[config.mk]
export PLATFORM = sky130hd
export DESIGN_NAME = muldiv_seq
export DESIGN_NICKNAME = d
export VERILOG_FILES = /design/src/rtl/muldiv_seq.sv
export SDC_FILE = /design/constraint.sdc
export NUM_CORES = 1
export LEC_CHECK = 0
export ABC_AREA = 0
export BUFFER_PORTS_ARGS = -buffer_cell sky130_fd_sc_hd__clkbuf_2
export CAP_MARGIN = 30
export CELL_PAD_IN_SITES_DETAIL_PLACEMENT = 0
export CELL_PAD_IN_SITES_GLOBAL_PLACEMENT = 1
export CORE_UTILIZATION = 35
export DETAILED_ROUTE_END_ITERATION = 10
export PLACE_DENSITY = 0.68
export SKIP_CTS_REPAIR_TIMING = 1
export SLEW_MARGIN = 40
export SYNTH_ARGS = -nofsm -noshare
export SYNTH_HDL_FRONTEND = slang
export SYNTH_SLANG_ARGS = --single-unit
[constraint.sdc]
create_clock -name clk -period 8.75 [get_ports clk]
set_input_delay 0.4375 -clock clk [delete_from_list [all_inputs] [get_ports clk]]
set_output_delay 0.4375 -clock clk [all_outputs]
set_load 0.02 [all_outputs]
[src/rtl/muldiv_seq.sv]
// rtl/muldiv_seq.sv - multi-cycle MULTU/DIVU sequencer driving the shared ALU, owns HI/LO
module muldiv_seq (
    input  logic        clk,
    input  logic        rst,
    input  logic        start,
    input  logic        op,
    input  logic [31:0] src_a,
    input  logic [31:0] src_b,
    input  logic        cancel,
    input  logic        hi_we,
    input  logic        lo_we,
    input  logic [31:0] wdata,
    output logic [31:0] alu_a,
    output logic [31:0] alu_b,
    output logic [2:0]  alu_control,
    input  logic [31:0] alu_result,
    output logic        busy,
    output logic        done,
    output logic [31:0] hi,
    output logic [31:0] lo
);
    typedef enum logic [1:0] {S_IDLE, S_STEP_A, S_STEP_B, S_DONE} state_t;

    localparam logic [2:0] ALU_ADD  = 3'b000;
    localparam logic [2:0] ALU_SUB  = 3'b001;
    localparam logic [2:0] ALU_SLTU = 3'b100;

    state_t      state_q, state_d;
    logic        op_q, op_d;
    logic        ge_q, ge_d;
    logic [4:0]  cnt_q, cnt_d;
    logic [31:0] mcand_q, mcand_d;
    logic [31:0] dvsr_q, dvsr_d;
    logic [31:0] p_hi_q, p_hi_d;
    logic [31:0] p_lo_q, p_lo_d;
    logic [31:0] t_q, t_d;
    logic [31:0] hi_q, hi_d;
    logic [31:0] lo_q, lo_d;
    logic [31:0] p_hi_nxt, p_lo_nxt;
    logic [31:0] rs;

    // Partial remainder shifted left by one, with its lost top bit kept as P_hi[31]
    assign rs = {p_hi_q[30:0], p_lo_q[31]};

    always_comb begin
        state_d     = state_q;
        op_d        = op_q;
        ge_d        = ge_q;
        cnt_d       = cnt_q;
        mcand_d     = mcand_q;
        dvsr_d      = dvsr_q;
        p_hi_d      = p_hi_q;
        p_lo_d      = p_lo_q;
        t_d         = t_q;
        hi_d        = hi_q;
        lo_d        = lo_q;
        p_hi_nxt    = p_hi_q;
        p_lo_nxt    = p_lo_q;
        alu_a       = 32'd0;
        alu_b       = 32'd0;
        alu_control = ALU_ADD;
        case (state_q)
            S_IDLE: begin
                if (hi_we) hi_d = wdata;
                if (lo_we) lo_d = wdata;
                if (start && !cancel) begin
                    op_d    = op;
                    mcand_d = src_a;
                    p_hi_d  = 32'd0;
                    p_lo_d  = op ? src_a : src_b;
                    dvsr_d  = src_b;
                    cnt_d   = 5'd0;
                    state_d = S_STEP_A;
                end
            end
            S_STEP_A: begin
                if (!op_q) begin
                    alu_a = p_hi_q;
                    alu_b = p_lo_q[0] ? mcand_q : 32'd0;
                    t_d   = alu_result;
                end else begin
                    alu_a       = rs;
                    alu_b       = dvsr_q;
                    alu_control = ALU_SLTU;
                    ge_d        = p_hi_q[31] | ~alu_result[0];
                end
                state_d = cancel ? S_IDLE : S_STEP_B;
            end
            S_STEP_B: begin
                if (!op_q) begin
                    // Sum smaller than an addend means the add carried out
                    alu_a       = t_q;
                    alu_b       = p_hi_q;
                    alu_control = ALU_SLTU;
                    p_hi_nxt    = {alu_result[0], t_q[31:1]};
                    p_lo_nxt    = {t_q[0], p_lo_q[31:1]};
                end else begin
                    alu_a       = rs;
                    alu_b       = ge_q ? dvsr_q : 32'd0;
                    alu_control = ALU_SUB;
                    p_hi_nxt    = alu_result;
                    p_lo_nxt    = {p_lo_q[30:0], ge_q};
                end
                p_hi_d = p_hi_nxt;
                p_lo_d = p_lo_nxt;
                cnt_d  = cnt_q + 5'd1;
                if (cancel) begin
                    state_d = S_IDLE;
                end else if (cnt_q == 5'd31) begin
                    hi_d    = p_hi_nxt;
                    lo_d    = p_lo_nxt;
                    state_d = S_DONE;
                end else begin
                    state_d = S_STEP_A;
                end
            end
            S_DONE: state_d = S_IDLE;
            default: state_d = S_IDLE;
        endcase
    end

    always_ff @(posedge clk or posedge rst) begin
        if (rst) begin
            state_q <= S_IDLE;
            op_q    <= 1'b0;
            ge_q    <= 1'b0;
            cnt_q   <= 5'd0;
            mcand_q <= 32'd0;
            dvsr_q  <= 32'd0;
            p_hi_q  <= 32'd0;
            p_lo_q  <= 32'd0;
            t_q     <= 32'd0;
            hi_q    <= 32'd0;
            lo_q    <= 32'd0;
        end else begin
            state_q <= state_d;
            op_q    <= op_d;
            ge_q    <= ge_d;
            cnt_q   <= cnt_d;
            mcand_q <= mcand_d;
            dvsr_q  <= dvsr_d;
            p_hi_q  <= p_hi_d;
            p_lo_q  <= p_lo_d;
            t_q     <= t_d;
            hi_q    <= hi_d;
            lo_q    <= lo_d;
        end
    end

    assign busy = (state_q == S_STEP_A) || (state_q == S_STEP_B);
    assign done = (state_q == S_DONE);
    assign hi   = hi_q;
    assign lo   = lo_q;
endmodule

# Word-level counts from Yosys, hierarchy flattened
# Cells that the tools add are included.
[classes]
addsub = 1
n_eq_ne = 9
n_mux = 33
n_bitwise = 3
n_reduce_logical = 11
[op_table]
columns = ["operator", "n"]
rows = [
  ["$mux W32", 17],
  ["$pmux W32 S2", 6],
  ["$ne A2 B2 Y1 const B", 5],
  ["$pmux W5 S2", 1],
  ["$mux W2", 4],
  ["$pmux W2 S4", 1],
  ["$reduce_and A2 Y1", 4],
  ["$reduce_and A4 Y1", 2],
  ["$mux W3", 2],
  ["$pmux W3 S2", 1],
  ["$add A5 B1 Y5 const B", 1],
  ["$eq A5 B5 Y1 const B", 1],
  ["$mux W5", 1],
  ["$eq A2 B2 Y1 const B", 2],
  ["$eq A2 B1 Y1 const B", 1],
  ["$logic_not A2 Y1", 1],
  ["$not A1 Y1", 2],
  ["$reduce_bool A2 Y1", 1],
  ["$logic_and A1 B1 Y1", 1],
  ["$logic_not A1 Y1", 1],
  ["$logic_or A1 B1 Y1", 1],
  ["$or A1 B1 Y1", 1],
]
[totals]
reg_bits = 233
input_bits = 135
output_inout_bits = 133
word_cells = 68

# Logic depth before layout (Yosys ltp)
# Gate-level depths: netlist of the first run.
[depth]
word_depth = 4
depth_mapped = 10

# Least setup slack after synthesis of the first run
# Ideal clock, no wire load.
[synth_path]
path_type = "register to output"
start = "reg state_q[0]"
end = "out alu_a[0]"
t_arrival_ns = 1.802
required_ns = 8.312
slack_ns = 6.510
stages_incl_launch_ff = 8
path_cell_list = "dfrtp_1 inv_1 ha_1 buf_2 buf_2 buf_2 o21ai_0 a21boi_0"
[synth_between]
elab_chain_cells = 2
[synth_rtl]
columns = ["element", "line_no", "source"]
rows = [
  ["from (decl)", "28", "state_t state_q, state_d;"],
  ["from (signal assigned)", "136", "state_q <= state_d;"],
  ["$eq A2 B2 Y1 / $eq A2 B1 Y1 (equally long branches)", "62", "case (state_q)"],
  ["$pmux W32 S2 (*)", "62", ""],
  ["to (decl)", "13", "output logic [31:0] alu_a,"],
]
# Mark *: on every way between the ends. The rest lies on a longest branch, timed or not.

# Worst setup path after layout of the first run
[layout_path]
start = "reg op_q"
end = "out alu_a[25]"
[layout_between]
elab_chain_cells = 2
[layout_rtl]
columns = ["element", "line_no", "source"]
rows = [
  ["from (decl)", "29", "logic op_q, op_d;"],
  ["from (signal assigned)", "137", "op_q <= op_d;"],
  ["$mux W32, on equally long branches", "90, 77", ""],
  ["$pmux W32 S2 (*)", "62", ""],
]
# Marks and branches as above.

==> results of run 1 <==
-- final cells by class --
class                   instances  share of cell area, %
clock buffers                  46                  5.476
clock inverters                 5                 0.3116
well taps                     511                  3.981
repair buffers                282                  9.332
multi-input cells             863                  44.07
flip-flops and latches        233                  36.37
inverters                      15                 0.4596
-- routing by layer --
layer | track usage [%] | vias to the layer above | wire, um
li1 | - | 4835 | -
met1 | 30.40 | 5288 | 19570
met2 | 34.65 | 337 | 19700
met3 | 3.171 | 59 | 2324
met4 | 5.527 | 0 | 984
met5 | 0 | - | 0
-- registers in the layout, indices dropped and copies added (netlist names) --
signal	cells
mcand_q	32
dvsr_q	32
lo	32
p_lo_q	32
p_hi_q	32
op_q	1
state_q	2
t_q	32
cnt_q	5
hi	32
ge_q	1
-- critical path, delay by kind of cell, from the launching register on --
| kind | cells | cell delay (ns) |
|---|---|---|
| AND/OR/NAND/NOR | 1 | 0.15 |
| buffers and inverters | 3 | 0.91 |
| AO/OA/AOI/OAI | 2 | 0.72 |
| flip-flops | 1 | 0.85 |
-- kinds of logic after synthesis --
family                   after synthesis  share of synthesized area (%)
adder cells (fa/ha/maj)                6                         0.5555
buffers and inverters                131                          4.833
flip-flops                           233                          43.14
multiplexers                         317                          25.26
AO/OA/AOI/OAI                        278                          15.80
other                                  1                        0.02775
AND/OR/NAND/NOR                      261                          10.38
-- power by group --
part / leakage (nW) / total (mW) / switching (mW) / internal (mW)
combinational: 3.86 / 2.90 / 1.68 / 1.23
clock: 0.461 / 1.17 / 0.459 / 0.709
sequential: 2.80 / 2.12 / 0.516 / 1.61
total: 7.13 / 6.19 / 2.65 / 3.54
-- metrics by stage --
stage	util [%]	std cells	power [mW]	instance area, sq um	setup WS [ns]
CTS	42.33	1954	6.246	16020	4.751
floorplan	-	1227	4.154	13510	1.923
finish	42.44	1955	6.195	16060	5.008
detailed placement	39.88	1903	5.052	15090	5.234
global placement	39.83	1903	5.003	15070	5.327
global route	42.44	1955	6.599	16060	4.782
-- Yosys cell counts, drive strengths merged, types with 18 or more instances --
master	count	area (sq um)
and2	35	221.5
buf	70	424.2
nand3	66	330.3
dfrtp	233	5831
nand2	48	180.2
nand2b	35	226.5
o2bb2ai	31	271.5
o21ai	18	90.08
a21oi	87	442.9
o31ai	23	434.2
clkbuf	46	172.7
o21a	32	240.2
a21boi	34	255.2
nor2	32	120.1
mux2	192	2162
mux2i	125	1251
nand3b	32	240.2
a22oi	31	232.7
-- final timing paths --
check	from	to	slack (ns)	depth (start not counted)
setup / recovery	op_q	alu_a[25]	5.01	6
hold / removal	rst	hi[25]	-0.006	2
setup reg to reg	state_q[0]	hi[13]	5.28	7
hold reg to reg	lo[21]	lo[21]	0.50	1
max in group asynchronous	rst	mcand_q[5]	7.06	4
min in group clk	src_b[11]	dvsr_q[11]	0.14	2
==> summary.md, run 1 <==
| Metric | Value |
|---|---|
| Status | complete, but fails checks |
| Violated checks | negative hold slack |
| CTS buffer count | 28 |
| Number of global-route vias before repair | 10,794 |
| Gr ovfl total | 0 |
| Critical path required time | 8.31 ns |
| Hold Crit Class | primary input to async pin |
| WS Path Type | flip-flop to primary output |
| Tcrit/Tclk final | 42.76% |
| Clock Path Buffers | 3 |
| Max-cap violation count | 0 |
| Antenna diodes | 0 |
| # DRC | 0 |
| Pin count of the biggest net entering global routing | 175 |
| Post-synth EDFFs | 0 |
| Port Buffers | about 270 |
| Core Box Area | 37,840 sq um |
| First-pass iteration count of the detailed router | 4 |
| Fin nets | 1,564 |
| Slowest-stage cell, CP | dfrtp_4 |
| Type of destination of the critical path | primary output |
| P_leak | between 7 and 8 nW |
| Fraction of registers with async set/reset | 100.0% |
| Final hold slack | -0.005790 ns |
| Worst path arrival time | about 3.3 ns |
| Critical path, cell by cell | buf_12 > buf_16 > o21a_4 > o2bb2ai_1 > and2_1 > clkbuf_2 |
| Die area | 39,400 sq um |
| # setup viols final | 0 |
| FP Rows | 71 |
| Layout area overhead | 18.85% |
| Post-route ant nets | 0 |
| Final Hold Viols | 2 |
| Top Ports | 268 |
| Predominant post-synthesis flop cell | dfrtp_1 |
| DP HPWL | 27,860 um |
| PD cells | 385.7 nW/um^2 |
| Synth Instances | 1,227 |
| Post-Syn Area | around 14,000 sq um |
| Share of layout cells above drive strength 1 | a little under two fifths |
| Area occupied by multi-input gates | 7078 sq um |
| Die width | around 200 um |
| Yosys warning count | 0 |
| Initial antenna violation count | 0 |
| Routed WL | 42,580 um |
| Critical Path Start Type | flip-flop |
| Relative slew slack | 44.57% |
| H-Tree Depth | 1 |
| Initial Util | a little over a third |
| CTS tree | yes |
| DR vias | 10,519 |
| GRT Total Usage | between 20% and 30% |
| Number of fillers in the final layout | 3,789 |
| Skew final | 0.01259 ns |
| CP max FO | 119 |
| Final Slew Violations | 0 |
| Die height | 198.5 um |
| Most common cell after layout, fill and taps aside | clkbuf_2 |
| RSZ-0062 raised after global routing | no |
| Clk root buf | clkbuf_16 |
| Seq. cell area | 5842 sq um |
| Post-synthesis register bit count | 233 |
| Vias per cell | 5.381 |
| Final GP Congestion | 0.7968 |
| Post-synth cell types | 43 |
| TNS Setup | 0 ns |
| Peak VDD IR | around 0.18 mV |
| Register area share after synthesis | 43.14% |
| DR iter-0 viols | 557 |
| Fmax | 267.3 MHz |
| Mean Syn Cell Area | 11.01 sq um |
| Commonest non-fill, non-tap cells in the layout | 266 x clkbuf_2, 230 x dfrtp_1, 189 x mux2_2 |
| Avg WL per Cell | between 20 and 25 um |
| Global-route wire length before repair | 65,300 um |
| Crit-path max cell delay | 0.85 ns |
| Slew @ Worst Pin | 0.8297 ns |
| Clk sinks | 233 |
| Clk slew on worst S/H paths | ~0.06 ns |
| Clock latency on the worst-skew pair | 0.54 ns |
| Syn_nets | 1,368 |
| Min Tclk post-route | 3.742 ns |
Note: power is estimated with default switching activity, not from simulation.
==> inputs of run 2 (changes only) <==
--- a/config.mk
+++ b/config.mk
@@ -5,14 +5,14 @@
 export SDC_FILE = /design/constraint.sdc
 export NUM_CORES = 1
 export LEC_CHECK = 0
-export ABC_AREA = 0
+export ABC_AREA = 1
 export BUFFER_PORTS_ARGS = -buffer_cell sky130_fd_sc_hd__clkbuf_2
 export CAP_MARGIN = 30
 export CELL_PAD_IN_SITES_DETAIL_PLACEMENT = 0
 export CELL_PAD_IN_SITES_GLOBAL_PLACEMENT = 1
 export CORE_UTILIZATION = 35
 export DETAILED_ROUTE_END_ITERATION = 10
-export PLACE_DENSITY = 0.68
+export PLACE_DENSITY = 0.77
 export SKIP_CTS_REPAIR_TIMING = 1
 export SLEW_MARGIN = 40
 export SYNTH_ARGS = -nofsm -noshare
==> constraint.sdc (replaced) <==
create_clock -name clk -period 3.2 [get_ports clk]
set_input_delay 0.16 -clock clk [delete_from_list [all_inputs] [get_ports clk]]
set_output_delay 0.16 -clock clk [all_outputs]
set_load 0.02 [all_outputs]
==> summary.md, run 2 <==
| Metric | Value |
|---|---|
| Synth Instances | 2,106 (+72%) |
| CP max FO | 68 (-43%) |
| Vias per cell | 5.220 (-3.0%) |
| Hold path cells | 5 |
| Most instantiated cells after synthesis | 898 x nand2_1, 441 x nand3_1, 233 x dfrtp_1 |
| Initial antenna violation count | 0 (unchanged) |
| Relative slew slack | 46.38% (+1.8 points) |
| Switching power total | 8.750 mW (+230%) |
| Syn_nets | 2,247 (+64%) |
| Pin count of the biggest net entering global routing | 178 (+1.7%) |
| GRT Total Usage | 26.77% (+5.2 points) |
| RSZ-0062 raised after global routing | no |
| Final Hold Viols | 4 (+2) |
| P_leak | 9.396 nW (+32%) |
| Hold endpoint | lo[18] |
| DR iter-0 viols | 1,290 (+130%) |
| Final GP Congestion | 0.8965 (+13%) |
| Worst path arrival time | 2.86 ns (-0.44 ns) |
| Fraction of registers with async set/reset | 100.0% (unchanged) |
| Main area contributors after synthesis | dfrtp_1 42%, nand2_1 24%, nand3_1 16% |
| Core Box Area | 38,920 sq um (+2.8%) |
| Number of global-route vias before repair | 14,364 (+33%) |
| Status | complete, but fails checks |
| Most common cell after layout, fill and taps aside | nand2_1 |
| Die width | 201.5 um (+1.5%) |
| Number of fillers in the final layout | 4,184 (+10%) |
| Yosys warning count | 0 (unchanged) |
| Internal power | 9.041 mW (+160%) |
| First-pass iteration count of the detailed router | 5 (+1) |
| Most numerous cell in the Yosys netlist | nand2_1 |
| Predominant post-synthesis flop cell | dfrtp_1 |
| Port Buffers | 266 (unchanged) |
| Global-route wire length before repair | 84,440 um (+29%) |
| Post-synth EDFFs | 0 (unchanged) |
| Share of layout cells above drive strength 1 | 15.32% (-23 points) |
| PD cells | 1010 nW/um^2 (+160%) |
| Overall power | 17.79 mW (+190%) |
| WS Path Type | flip-flop to primary output |
| DR vias | 15,210 (+45%) |
| Clk slew on worst S/H paths | 0.06 ns (about the same) |
| Register area share after synthesis | 41.85% (-1.3 points) |
| Gr ovfl total | 0 (unchanged) |
| Critical path required time | 3.04 ns (-5.27 ns) |
| RR Startpoint | state_q[0] |
| Critical Path Start Type | flip-flop |
| Clock group share of total power | 20.2% (+1.4 points) |
| Mean Syn Cell Area | 6.615 sq um (-40%) |
| Top Ports | 268 (unchanged) |
| Crit-path max cell delay | 0.52 ns (-0.33 ns) |
| Post-synthesis register bit count | 233 (unchanged) |
| Slew @ Worst Pin | 0.8014 ns (-0.02823 ns) |
| Avg WL per Cell | 19.08 um (-12%) |
| Sequential Power Share | 31.7% (-2.6 points) |
| Seq. cell area | 5834 sq um (-0.13%) |
| Clock latency on the worst-skew pair | 0.58 ns (+0.04 ns) |
| Combinational share of power | 48.1% (+1.2 points) |
| Initial Util | 35.80% (+0.086 points) |
| Commonest non-fill, non-tap cells in the layout | 898 x nand2_1, 441 x nand3_1, 266 x clkbuf_2 |
| Clock Path Buffers | 3 (unchanged) |
| Tcrit/Tclk final | a little over nine tenths |
| Area occupied by multi-input gates | 6935 sq um (-2.0%) |
| Area leader, netlist | dfrtp_1 |
| Type of destination of the critical path | primary output |
| Post-Syn Area | 13,930 sq um (+3.1%) |
| Hold Crit Class | primary input to flip-flop |
| FF-to-FF path depth | 7 (unchanged) |
| Crit path max-delay family | buffers and inverters |
| Fin nets | 2,514 (+61%) |
| Routed WL | 55,610 um (+31%) |
| Net Sw Frac | 49.18% (+6.4 points) |
| Worst reg2reg endpoint | p_hi_q[10] |
| Min Tclk post-route | 3.016 ns |
| Die area | 40,600 sq um (+3.1%) |
| Critical Path Most Common Cell | nor2_1 |
| # setup viols final | 0 (unchanged) |
| # DRC | 0 (unchanged) |
| Max-cap violation count | 0 (unchanged) |
| Skew final | 0.02708 ns (+0.01449 ns) |
| Final hold slack | -0.03116 ns (-0.02537 ns) |
| FP Rows | 72 (+1.4%) |
| Layout area overhead | 26.41% |
| Post-route ant nets | 0 (unchanged) |
| Final Slew Violations | 0 (unchanged) |
| Clk sinks | 233 (unchanged) |
| Crit path buf inv count | 3 (unchanged) |
| CTS buffer count | 29 (+3.6%) |
| Violated checks | negative hold slack |
| Clk root buf | clkbuf_16 |
| Fmax | about 330 MHz |
| Peak VDD IR | 0.5185 mV (+190%) |
| Finished Core Util | 45.25% (+2.8 points) |
| Slowest-stage cell, CP | buf_6 |
| R2R Setup Slk | 0.68 ns (-4.60 ns) |
| Post-synth cell types | 25 (-42%) |
| Critical path, cell by cell | inv_1 > ha_2 > buf_6 > nand2_1 > o21ai_0 > nor2_1 > nor2_1 > clkbuf_2 |
| Antenna diodes | 0 (unchanged) |
| Min-delay src | wdata[18] |
| H-Tree Depth | 1 (unchanged) |
| DP HPWL | 37,810 um (+36%) |
| Die height | 201.5 um (+1.5%) |
| CTS tree | yes |
| Top cell type's share of synthesized area | 41.85% (-1.3 points) |
-- run 2: worst max path at each step --
| stage | cells past startpoint | start | endpoint |
|---|---|---|---|
| floorplan | 1 | rst | cnt_q[0] |
| global placement | 7 | state_q[0] | lo[11] |
| detailed placement | 8 | state_q[0] | p_hi_q[16] |
| CTS | 8 | state_q[1] | alu_a[10] |
| global route | 8 | state_q[1] | alu_a[10] |
| finish | 8 | state_q[1] | alu_a[10] |
-- run 2: cell type report --
| cell class | instances | area share [%] |
|---|---|---|
| tap | 518 | 3.681 |
| timing repair buffer | 402 | 15.68 |
| sequential | 233 | 33.13 |
| multi-input combinational | 1606 | 39.38 |
| clock buffer | 40 | 4.753 |
| inverter | 101 | 2.203 |
| clock inverter | 14 | 1.165 |
-- run 2: power by group through the flow --
stage / combinational [mW] / clock (mW) / sequential (mW)
finish: 8.55 / 3.60 / 5.64
global route: 9.49 / 3.78 / 5.80
CTS: 8.48 / 3.64 / 5.62
detailed placement: 8.45 / 0 / 5.66
global placement: 8.31 / 0 / 5.64
floorplan: 5.57 / 0 / 5.58
-- run 2: worst min-delay path: stages --
cell	delay, ns
clkbuf_2	0.08
nand2_1	0.06
nand3_1	0.08
nand3_1	0.06
nand2_1	0.06
-- run 2: cells by family after synthesis --
family,synth area share [%]
AO/OA/AOI/OAI,6.799
XOR/XNOR,0.06288
adder cells (fa/ha/maj),0.5389
buffers and inverters,8.577
flip-flops,41.85
other,0.02692
AND/OR/NAND/NOR,42.14
-- run 2: metal layers --
metal / track usage, % / up-vias / wire (um)
met3: 3.013 / 130 / 3343
met2: 44.31 / 613 / 26330
li1: - / 7294 / -
met4: 13.26 / 0 / 3124
met5: 0 / - / 0
met1: 34.67 / 7173 / 22810
-- run 2: metrics by stage --
stage / hold slack (ns) / instance area (sq um) / instances / setup slack [ns] / TNS, ns
after floorplan: 0.3045 / 13930 / 2106 / -0.009915 / -2.310
after global placement: 0.3598 / 15540 / 2759 / 0.4569 / 0
after detailed placement: 0.1503 / 15580 / 2761 / 0.7117 / 0
after CTS: -0.4284 / 16620 / 2815 / 0.1362 / 0
after global routing: 0.002229 / 17610 / 2914 / 0.02924 / 0
final: -0.03116 / 17610 / 2914 / 0.1839 / 0
==> inputs of run 3 (changes only) <==
--- a/config.mk
+++ b/config.mk
@@ -11,6 +11,7 @@
 export CELL_PAD_IN_SITES_DETAIL_PLACEMENT = 0
 export CELL_PAD_IN_SITES_GLOBAL_PLACEMENT = 1
 export CORE_UTILIZATION = 35
+export CTS_BUF_LIST = sky130_fd_sc_hd__clkbuf_4 sky130_fd_sc_hd__clkbuf_8 sky130_fd_sc_hd__clkbuf_16
 export DETAILED_ROUTE_END_ITERATION = 10
 export PLACE_DENSITY = 0.77
 export SKIP_CTS_REPAIR_TIMING = 1
==> summary.md, run 3 (synthesis gave the netlist of run 2 again) <==
| Metric | Value |
|---|---|
| Final WS setup | 0.1777 ns (-0.006254 ns) |
| Type of destination of the critical path | primary output |
| Port Buffers | 266 (unchanged) |
| PD cells | 1010 nW/um^2 (about the same) |
| RSZ-0062 raised after global routing | no |
| Number of global-route vias before repair | 14,364 (unchanged) |
| Share of layout cells above drive strength 1 | 15.48% (+0.17 points) |
| Die width | 201.5 um (unchanged) |
| First-pass iteration count of the detailed router | 5 (unchanged) |
| Die area | 40,600 sq um (unchanged) |
| Layout area overhead | 26.53% (about the same) |
| CTS buffer count | 29 (unchanged) |
| Critical Path Start Type | flip-flop |
| Skew final | 0.02693 ns (-0.0001475 ns) |
| Post-Layout Cell Count | 2,915 (+0.034%) |
| Commonest non-fill, non-tap cells in the layout | 898 x nand2_1, 441 x nand3_1, 266 x clkbuf_2 |
| Clk sinks | 233 (unchanged) |
| Hold path cells | 5 (unchanged) |
| Slew @ Worst Pin | 0.8042 ns (+0.002800 ns) |
| Clock latency on the worst-skew pair | 0.58 ns (about the same) |
| Peak VDD IR | 0.5123 mV (-1.2%) |
| Clock Path Buffers | 3 (unchanged) |
| Avg WL per Cell | 19.07 um (about the same) |
| P_leak | 9.410 nW (+0.15%) |
| Dpl ws | 0.7117 ns (unchanged) |
| Fmax | 330.9 MHz (-0.21%) |
| Tcrit/Tclk final | 94.45% (+0.20 points) |
| WS Path Type | flip-flop to primary output |
| Clk root buf | clkbuf_16 |
| Final GP Congestion | 0.8965 (unchanged) |
| Routed WL | 55,600 um (about the same) |
| Fin nets | 2,514 (unchanged) |
| CTS tree | yes |
| Min Tclk post-route | 3.022 ns (+0.006254 ns) |
| DR iter-0 viols | 1,326 (+2.8%) |
| Initial Util | 35.80% (unchanged) |
| Top Ports | 268 (unchanged) |
| FP Rows | 72 (unchanged) |
| Hold Crit Class | primary input to flip-flop |
| # setup viols final | 0 (unchanged) |
| Vias per cell | 5.217 (about the same) |
| Worst path arrival time | 2.86 ns (about the same) |
| Status | complete, but fails checks |
| # DRC | 0 (unchanged) |
| Clk slew on worst S/H paths | 0.06 ns (about the same) |
| Critical path required time | 3.04 ns (about the same) |
| Most common cell after layout, fill and taps aside | nand2_1 |
| DR vias | 15,208 (-0.013%) |
| Gr ovfl total | 0 (unchanged) |
| H-Tree Depth | 1 (unchanged) |
| CP max FO | 52 (-24%) |
| Core Box Area | 38,920 sq um (unchanged) |
| TNS Setup | 0 ns (unchanged) |
| Placed Instances | 2,761 (unchanged) |
| Final hold slack | -0.03205 ns (-0.0008829 ns) |
| Finished Core Util | 45.29% (about the same) |
| GRT Total Usage | 26.77% (unchanged) |
| FF-to-FF path depth | 7 (unchanged) |
| Global-route wire length before repair | 84,440 um (about the same) |
| Relative slew slack | 46.19% (-0.19 points) |
| DP HPWL | 37,810 um (unchanged) |
| Pin count of the biggest net entering global routing | 178 (unchanged) |
| Final Slew Violations | 0 (unchanged) |
| Initial antenna violation count | 0 (unchanged) |
| Violated checks | negative hold slack |
| Final Hold Viols | 3 (-1) |
| Max-cap violation count | 0 (unchanged) |
| Die height | 201.5 um (unchanged) |
| Number of fillers in the final layout | 4,182 (-0.048%) |
| Post-route ant nets | 0 (unchanged) |
==> run 3: changes by cell type in the layout (fill, tap and decap cells not counted) <==
cell | before | now
diode_2 | 0 | 1
clkbuf_1 | 4 | 0
clkbuf_4 | 0 | 4
==> run 3: metrics by stage <==
step / instance area [sq um] / power (mW)
2_1_floorplan: 13930 / 11.15
3_3_place_gp: 15540 / 13.95
3_5_place_dp: 15580 / 14.11
4_1_cts: 16630 / 17.78
5_1_grt: 17620 / 19.10
6_report: 17630 / 17.81
==> run 3: worst max-delay path: stages, from the launching register on <==
cell and delay, ns:
dfrtp_1 0.41, inv_1 0.15, ha_4 0.40, buf_4 0.58, nand3_1 0.23, o21ai_1 0.15, nor2_1 0.06, nor2_1 0.11
clkbuf_2 0.19
==> run 3: worst paths after layout <==
kind                                 start    endpoint  slack [ns]
worst max-delay path            state_q[0]    alu_a[2]        0.18
worst min register to register       lo[4]       lo[4]        0.47
worst max register to register  state_q[0]  p_hi_q[27]        0.68
worst min-delay path             wdata[18]      lo[18]       -0.03
max in group asynchronous              rst  p_hi_q[25]        2.15
min in group asynchronous              rst  mcand_q[5]        0.14
==> run 3: where the power goes <==
part | switching (mW) | leakage, nW | internal [mW]
clock | 1.37 | 0.529 | 2.26
combinational | 6.04 | 5.95 | 2.50
sequential | 1.32 | 2.93 | 4.32
==> run 3: routing by layer <==
metal  share of wire (%)  wire (um)  vias to the layer above  track usage, %
li1                    -          -                     7293               -
met1                  41      22700                     7173           34.67
met2                  48      26480                      617           44.31
met3                 6.0       3322                      125           3.013
met4                 5.6       3088                        0           13.26
met5                   0          0                        -               0
==> run 3: cell type report <==
type	instances	area (sq um)	share of cell area [%]
Clock buffer	40	852.1	4.834
Inverter	101	387.9	2.200
Antenna cell	1	2.502	0.01420
Sequential cell	233	5834	33.10
Timing Repair Buffer	402	2761	15.67
Clock inverter	14	205.2	1.164
Multi-Input combinational cell	1606	6935	39.35
Tap cell	518	648.1	3.677
